**src/rtl/ibex_xif_dummy_reseed_ctrl.sv**
```systemverilog
// Reseed scheduler for the dummy-instruction generator: periodic entropy fetch plus CSR seed merge.
// Define IBEX_XIF_DUMMY_RESEED_TIMEOUT_EN to build the request timeout and sticky failure flag.
module ibex_xif_dummy_reseed_ctrl #(
  parameter int unsigned ReseedPeriod   = 256,
  parameter int unsigned EntropyTimeout = 64
) (
  input  logic        clk_i,
  input  logic        rst_i,
  input  logic        dummy_instr_en_i,
  input  logic        insert_dummy_instr_i,
  input  logic        id_in_ready_i,
  input  logic        csr_seed_en_i,
  input  logic [31:0] csr_seed_i,
  output logic        edn_req_o,
  input  logic        edn_ack_i,
  input  logic [31:0] edn_data_i,
  output logic        dummy_instr_seed_en_o,
  output logic [31:0] dummy_instr_seed_o,
  output logic        reseed_busy_o,
  output logic        reseed_fail_o
);

  localparam int unsigned CntW = $clog2(ReseedPeriod);
  localparam logic [CntW-1:0] CntLast = CntW'(ReseedPeriod - 1);

  typedef enum logic [1:0] {
    IDLE,
    REQ,
    APPLY
  } state_e;

  state_e            r_state, w_state_nxt;
  logic [CntW-1:0]   r_cnt, w_cnt_nxt;
  logic [31:0]       r_hold;
  logic              r_ent_pend;
  logic              r_seed_en;
  logic [31:0]       r_seed;
  logic              w_accept, w_count, w_wrap, w_ack_ok, w_ent_fire, w_timeout;

  assign w_accept   = insert_dummy_instr_i & id_in_ready_i;
  assign w_count    = (r_state == IDLE) & dummy_instr_en_i & w_accept;
  assign w_wrap     = w_count & (r_cnt == CntLast) & ~csr_seed_en_i;
  assign w_ack_ok   = (r_state == REQ) & edn_ack_i & dummy_instr_en_i;
  // A CSR write in the ack cycle takes the output slot; the entropy seed
  // is then issued from the holding register one cycle later while APPLY holds.
  assign w_ent_fire = ~csr_seed_en_i & (w_ack_ok | ((r_state == APPLY) & r_ent_pend));

`ifdef IBEX_XIF_DUMMY_RESEED_TIMEOUT_EN
  localparam int unsigned ToW = $clog2(EntropyTimeout);
  localparam logic [ToW-1:0] ToLast = ToW'(EntropyTimeout - 1);

  logic [ToW-1:0] r_to;
  logic           r_fail;

  assign w_timeout = (r_state == REQ) & ~edn_ack_i & (r_to == ToLast);

  always_ff @(posedge clk_i or posedge rst_i) begin
    if (rst_i) begin
      r_to   <= '0;
      r_fail <= 1'b0;
    end else begin
      if ((r_state == REQ) && !edn_ack_i) r_to <= r_to + ToW'(1);
      else                                r_to <= '0;
      if (w_timeout)                          r_fail <= 1'b1;
      else if (w_ent_fire || csr_seed_en_i)   r_fail <= 1'b0;
    end
  end

  assign reseed_fail_o = r_fail;
`else
  assign w_timeout     = 1'b0;
  assign reseed_fail_o = 1'b0;
`endif

  always_comb begin
    w_state_nxt = r_state;
    case (r_state)
      IDLE:  if (w_wrap) w_state_nxt = REQ;
      REQ: begin
        if (edn_ack_i)      w_state_nxt = dummy_instr_en_i ? APPLY : IDLE;
        else if (w_timeout) w_state_nxt = IDLE;
      end
      APPLY: if (!r_ent_pend) w_state_nxt = IDLE;
      default: w_state_nxt = IDLE;
    endcase
  end

  always_comb begin
    w_cnt_nxt = r_cnt;
    if (csr_seed_en_i)  w_cnt_nxt = '0;
    else if (w_count)   w_cnt_nxt = (r_cnt == CntLast) ? '0 : r_cnt + CntW'(1);
  end

  always_ff @(posedge clk_i or posedge rst_i) begin
    if (rst_i) begin
      r_state    <= IDLE;
      r_cnt      <= '0;
      r_hold     <= '0;
      r_ent_pend <= 1'b0;
      r_seed_en  <= 1'b0;
      r_seed     <= '0;
    end else begin
      r_state    <= w_state_nxt;
      r_cnt      <= w_cnt_nxt;
      r_ent_pend <= csr_seed_en_i & (w_ack_ok | ((r_state == APPLY) & r_ent_pend));
      if (w_ack_ok) r_hold <= edn_data_i;
      if (csr_seed_en_i) begin
        r_seed_en <= 1'b1;
        r_seed    <= csr_seed_i;
      end else if (w_ent_fire) begin
        r_seed_en <= 1'b1;
        r_seed    <= w_ack_ok ? edn_data_i : r_hold;
      end else begin
        r_seed_en <= 1'b0;
      end
    end
  end

  assign edn_req_o             = (r_state == REQ);
  assign reseed_busy_o         = (r_state != IDLE);
  assign dummy_instr_seed_en_o = r_seed_en;
  assign dummy_instr_seed_o    = r_seed;

endmodule
```
**config.mk**
```make
export PLATFORM = sky130hd
export DESIGN_NAME = ibex_xif_dummy_reseed_ctrl
export DESIGN_NICKNAME = d
export VERILOG_FILES = /design/src/rtl/ibex_xif_dummy_reseed_ctrl.sv
export SDC_FILE = /design/constraint.sdc
export NUM_CORES = 1
export LEC_CHECK = 0
export CAP_MARGIN = 20
export CORE_UTILIZATION = 42
export DETAILED_ROUTE_END_ITERATION = 7
export GPL_TIMING_DRIVEN = 1
export PLACE_DENSITY = 0.74
export SYNTH_ARGS = -nofsm -noshare
export SYNTH_HDL_FRONTEND = slang
export SYNTH_SLANG_ARGS = --single-unit
```
**constraint.sdc**
```tcl
create_clock -name clk_i -period 4.3 [get_ports clk_i]
set_input_delay 1.29 -clock clk_i [delete_from_list [all_inputs] [get_ports clk_i]]
set_output_delay 1.29 -clock clk_i [all_outputs]
set_load 0.05 [all_outputs]
```
## Yosys cells after proc, flatten, opt, wreduce, memory -nomap -nowiden

Index checks and enable logic that the tools add are counted.

| cells by class | value |
|---|---|
| bitwise operators | 12 |
| reduce and logical (&&, ||, !) cells | 5 |
| add/subtract/negate cells | 1 |
| mux-type cells | 13 |
| eq/ne operators | 6 |

Operators by type and width:

| cell | count |
|---|---|
| 32-bit two-way mux | 3 |
| 8-bit two-way mux | 3 |
| 1-bit AND | 10 |
| 8-bit by 1-bit adder with 8-bit output (second input constant) | 1 |
| 8-bit == test (second input constant) | 1 |
| 2-bit two-way mux | 4 |
| 2-bit case mux with 3 select lines | 1 |
| 2-bit nonzero test | 3 |
| 2-bit != test (second input constant) | 2 |
| 3-bit AND reduction | 1 |
| 2-bit by 1-bit == test with 1-bit output (second input constant) | 1 |
| 2-bit == test (second input constant) | 1 |
| 2-bit logical NOT | 1 |
| 1-bit two-way mux | 2 |
| 2-bit by 1-bit != test with 1-bit output (second input constant) | 1 |
| 1-bit NOT | 1 |
| 1-bit bitwise OR | 1 |

| storage, ports and cells | value |
|---|---|
| input bits | 71 |
| word-level logic and storage cells | 43 |
| bits in registers | 76 |
| output and inout port bits | 36 |

## Longest topological paths before layout

| depth | value |
|---|---|
| depth after elaboration | 7 |
| depth in mapped cells | 5 |
| depth with buffers taken out | 4 |

## Least setup slack after synthesis

OpenSTA, ideal clock, no wires.

| path | value |
|---|---|
| path kind | register -> output |
| start | reg r_state[1] |
| end | out edn_req_o |
| data required time | 3.010 ns |
| setup slack | 1.891 ns |
| arrival time | 1.119 ns |
| stages on the path, launching flop included | 2 |
| cell sequence | dfrtp_1 > nor2b_1 |

| between the ends | value |
|---|---|
| cells in the longest elaborated chain, start to end | 1 |

RTL lines:

| what | line | RTL |
|---|---|---|
| start, declared | 32 | `state_e r_state, w_state_nxt;` |
| start signal, assigned | 103 | `r_state <= w_state_nxt;` |
| 2-bit by 1-bit == test with 1-bit output | 119 | `assign edn_req_o = (r_state == REQ);` |
| end, declared | 14 | `output logic edn_req_o,` |

No other way between the ends.

## Worst setup path after layout

Ends and elaborated chain as after synthesis.

==> metrics.txt <==
Routed WL=7815 µm; Final Power=1.662 mW; Period minus WS final=3051 ps; CTS tree=built; drt via density=5.362; PwrDens=353.4 nW/µm²; height of the die=91.39 µm; core footprint=7727 µm²; PnR worst setup slack=1249 ps; outcome=completed; largest net degree at the start of global routing=77; reg-to-reg critical path endpoint=dummy_instr_seed_o[28]$_DFFE_PP0P_; sequential area share after synthesis=0.5667; CP Launch Type=register; setup TNS=0 ps; clk_lat worst skew=340 ps; ANT cells=0; Non-Filler Instances=514; cts hold-fix bufs=0; clock sinks=76; CTS resizes=0; leading area contributor after synthesis=dfrtp_1; die area=8351 µm²; Die X=91.39 µm; post-synthesis area per instance=10.90 µm²; worst hold path depth=1; antenna violations before repair=0; Crit. Startpoint=r_state[1]$_DFFE_PP0P_; Layout area overhead=40.16%; Rows=32; root buf cell=clkbuf_8; Final Setup Violations=0; Initial Utilization=0.4343; highest-count cells in the layout ignoring fill and taps=clkdlybuf4s50_1 (104), dfrtp_1 (76), nor2_1 (38); ANT nets after route=0; Boundary Pins=107; Leak=2.134 nW; Detailed Place HPWL=5193 µm; drt pass-1 iters=4; nets=479; Final GP Congestion=0.7933; fin crit share=0.7095; TritonCTS buffer count=9; Inst Count DP=498; first-pass GRT wire length=13200 µm; Final Hold Fails=0; syn nets=380; Tightest Hold Check Type=reg -> reg; clock tree buffer depth=2; Syn Inst Count=308; Synth Register Bits=76; Tot GR Track Use=0.1987; VDD IR max=0.1978 mV; slew margin rel.=0.5086; share of cells above drive strength 1=0.1408; Reg clk slew, reported paths=80 ps; Avg WL per Cell=15.20 µm; RSZ-0062 raised after global routing=no; worst-margin pin slew=737.2 ps; FF-to-FF setup slack=2210 ps; pre-CTS WS=928.0 ps; worst-case reg-to-reg path depth=6; vias in the first global route=2773; 1st-iter DRT viols=132; FF-to-FF Start=r_state[0]$_DFFE_PP0P_; Synth Warn #=0; Remaining DRCs=0; placed cell areas=4481 µm²; fillcell total=632; Slew Limit Fails=0; global route overflow=0; Post-CTS Setup Bufs=0; Fin Clk Skew=10.38 ps; maxcap violations=0; htree depth=3; FMAX=327.8 MHz; Yosys top cell area share=0.5667; # port buffers=105; vias=2756; hold path start=r_hold[18]$_DFF_PP0_; CP required=3010 ps; commonest non-fill, non-tap cell in the layout=clkdlybuf4s50_1; Worst Setup Path Type=reg -> out; post-synth cell types=34; Arr. time, crit path=1760 ps; Critical Path Fanout Max=5; Hold Crit Endpoint=r_hold[18]$_DFF_PP0_; top post-synthesis cells by area=dfrtp_1 (57%), mux2_2 (11%), o31ai_1 (7.2%); Finished Cell Area=4703 µm²; CP Capture Type=output port; Mapped Area=3356 µm²
==> flip-flops by register name, indices dropped and copies added (netlist names) <==
name,flops
r_ent_pend,1
dummy_instr_seed_o,32
r_state,2
dummy_instr_seed_en_o,1
r_hold,32
r_cnt,8
==> layer usage <==
layer | wire (µm) | global-route usage
met5 | 0 | 0
met4 | 50 | 0.04762
met3 | 402 | 0.04858
met2 | 3832 | 0.3239
met1 | 3528 | 0.2668
==> critical path, stage by stage (launching register included) <==
cell and delay [ps]:
dfrtp_1 420, nor2b_1 180, clkdlybuf4s50_1 830
==> final cells by class <==
type / count / area, µm² / area share
multi-input cells: 206 / 1340 / 0.2849
well taps: 102 / 127.6 / 0.02713
repair buffers: 110 / 1096 / 0.2330
clock buffers: 9 / 123.9 / 0.02634
clock inverters: 7 / 98.84 / 0.02102
inverters: 4 / 15.01 / 0.003192
flip-flops and latches: 76 / 1902 / 0.4044
==> power breakdown <==
group | switching, mW | total, mW | internal, mW
logic | 0.173 | 0.299 | 0.126
registers | 0.0179 | 0.761 | 0.743
clock network | 0.273 | 0.603 | 0.330
total | 0.464 | 1.66 | 1.20
==> how the worst max path moves through the flow <==
stage	to	slack [ps]	cells after the start
floorplan	dummy_instr_seed_en_o$_DFF_PP0_	1070	1
global placement	dummy_instr_seed_o[28]$_DFFE_PP0P_	1150	6
detailed placement	dummy_instr_seed_o[28]$_DFFE_PP0P_	930	6
CTS	edn_req_o	1240	2
global route	edn_req_o	1150	2
finish	edn_req_o	1250	2
==> cell usage after synthesis <==
master	instances
a21oi_1	2
a22o_1	1
a22oi_1	1
a311o_1	1
a41oi_1	1
and2_1	1
and3_1	1
and4_1	3
and4bb_2	1
buf_2	10
buf_4	1
clkbuf_1	11
conb_1	1
dfrtp_1	76
ha_1	1
inv_1	4
mux2_2	32
mux2i_1	1
nand2_1	34
nand2_2	1
nand3_1	7
nand3b_1	1
nand4_1	4
nand4b_1	1
nor2_1	38
nor2b_1	1
nor4_1	1
o21ai_0	1
o22ai_1	32
o31ai_1	32
or2_2	1
or3_1	1
or4_1	1
xor2_1	3
==> metrics by stage <==
stage                 util  hold slack, ps
floorplan                -           480.2
global placement    0.5798           486.8
detailed placement  0.5798           494.7
CTS                 0.6086           513.0
global route        0.6086           521.8
finish              0.6086           514.4
==> logic make-up after synthesis <==
| kind of cell | share of synthesized area |
|---|---|
| AOI/OAI and AO/OA | 0.1462 |
| xor gates and xnor gates | 0.007831 |
| adders and majority gates | 0.003728 |
| buffers and inverters | 0.03393 |
| DFF | 0.5667 |
| muxes | 0.1104 |
| other | 0.001117 |
| and+or+nand+nor | 0.1301 |
(Power assumes the default switching activity.)
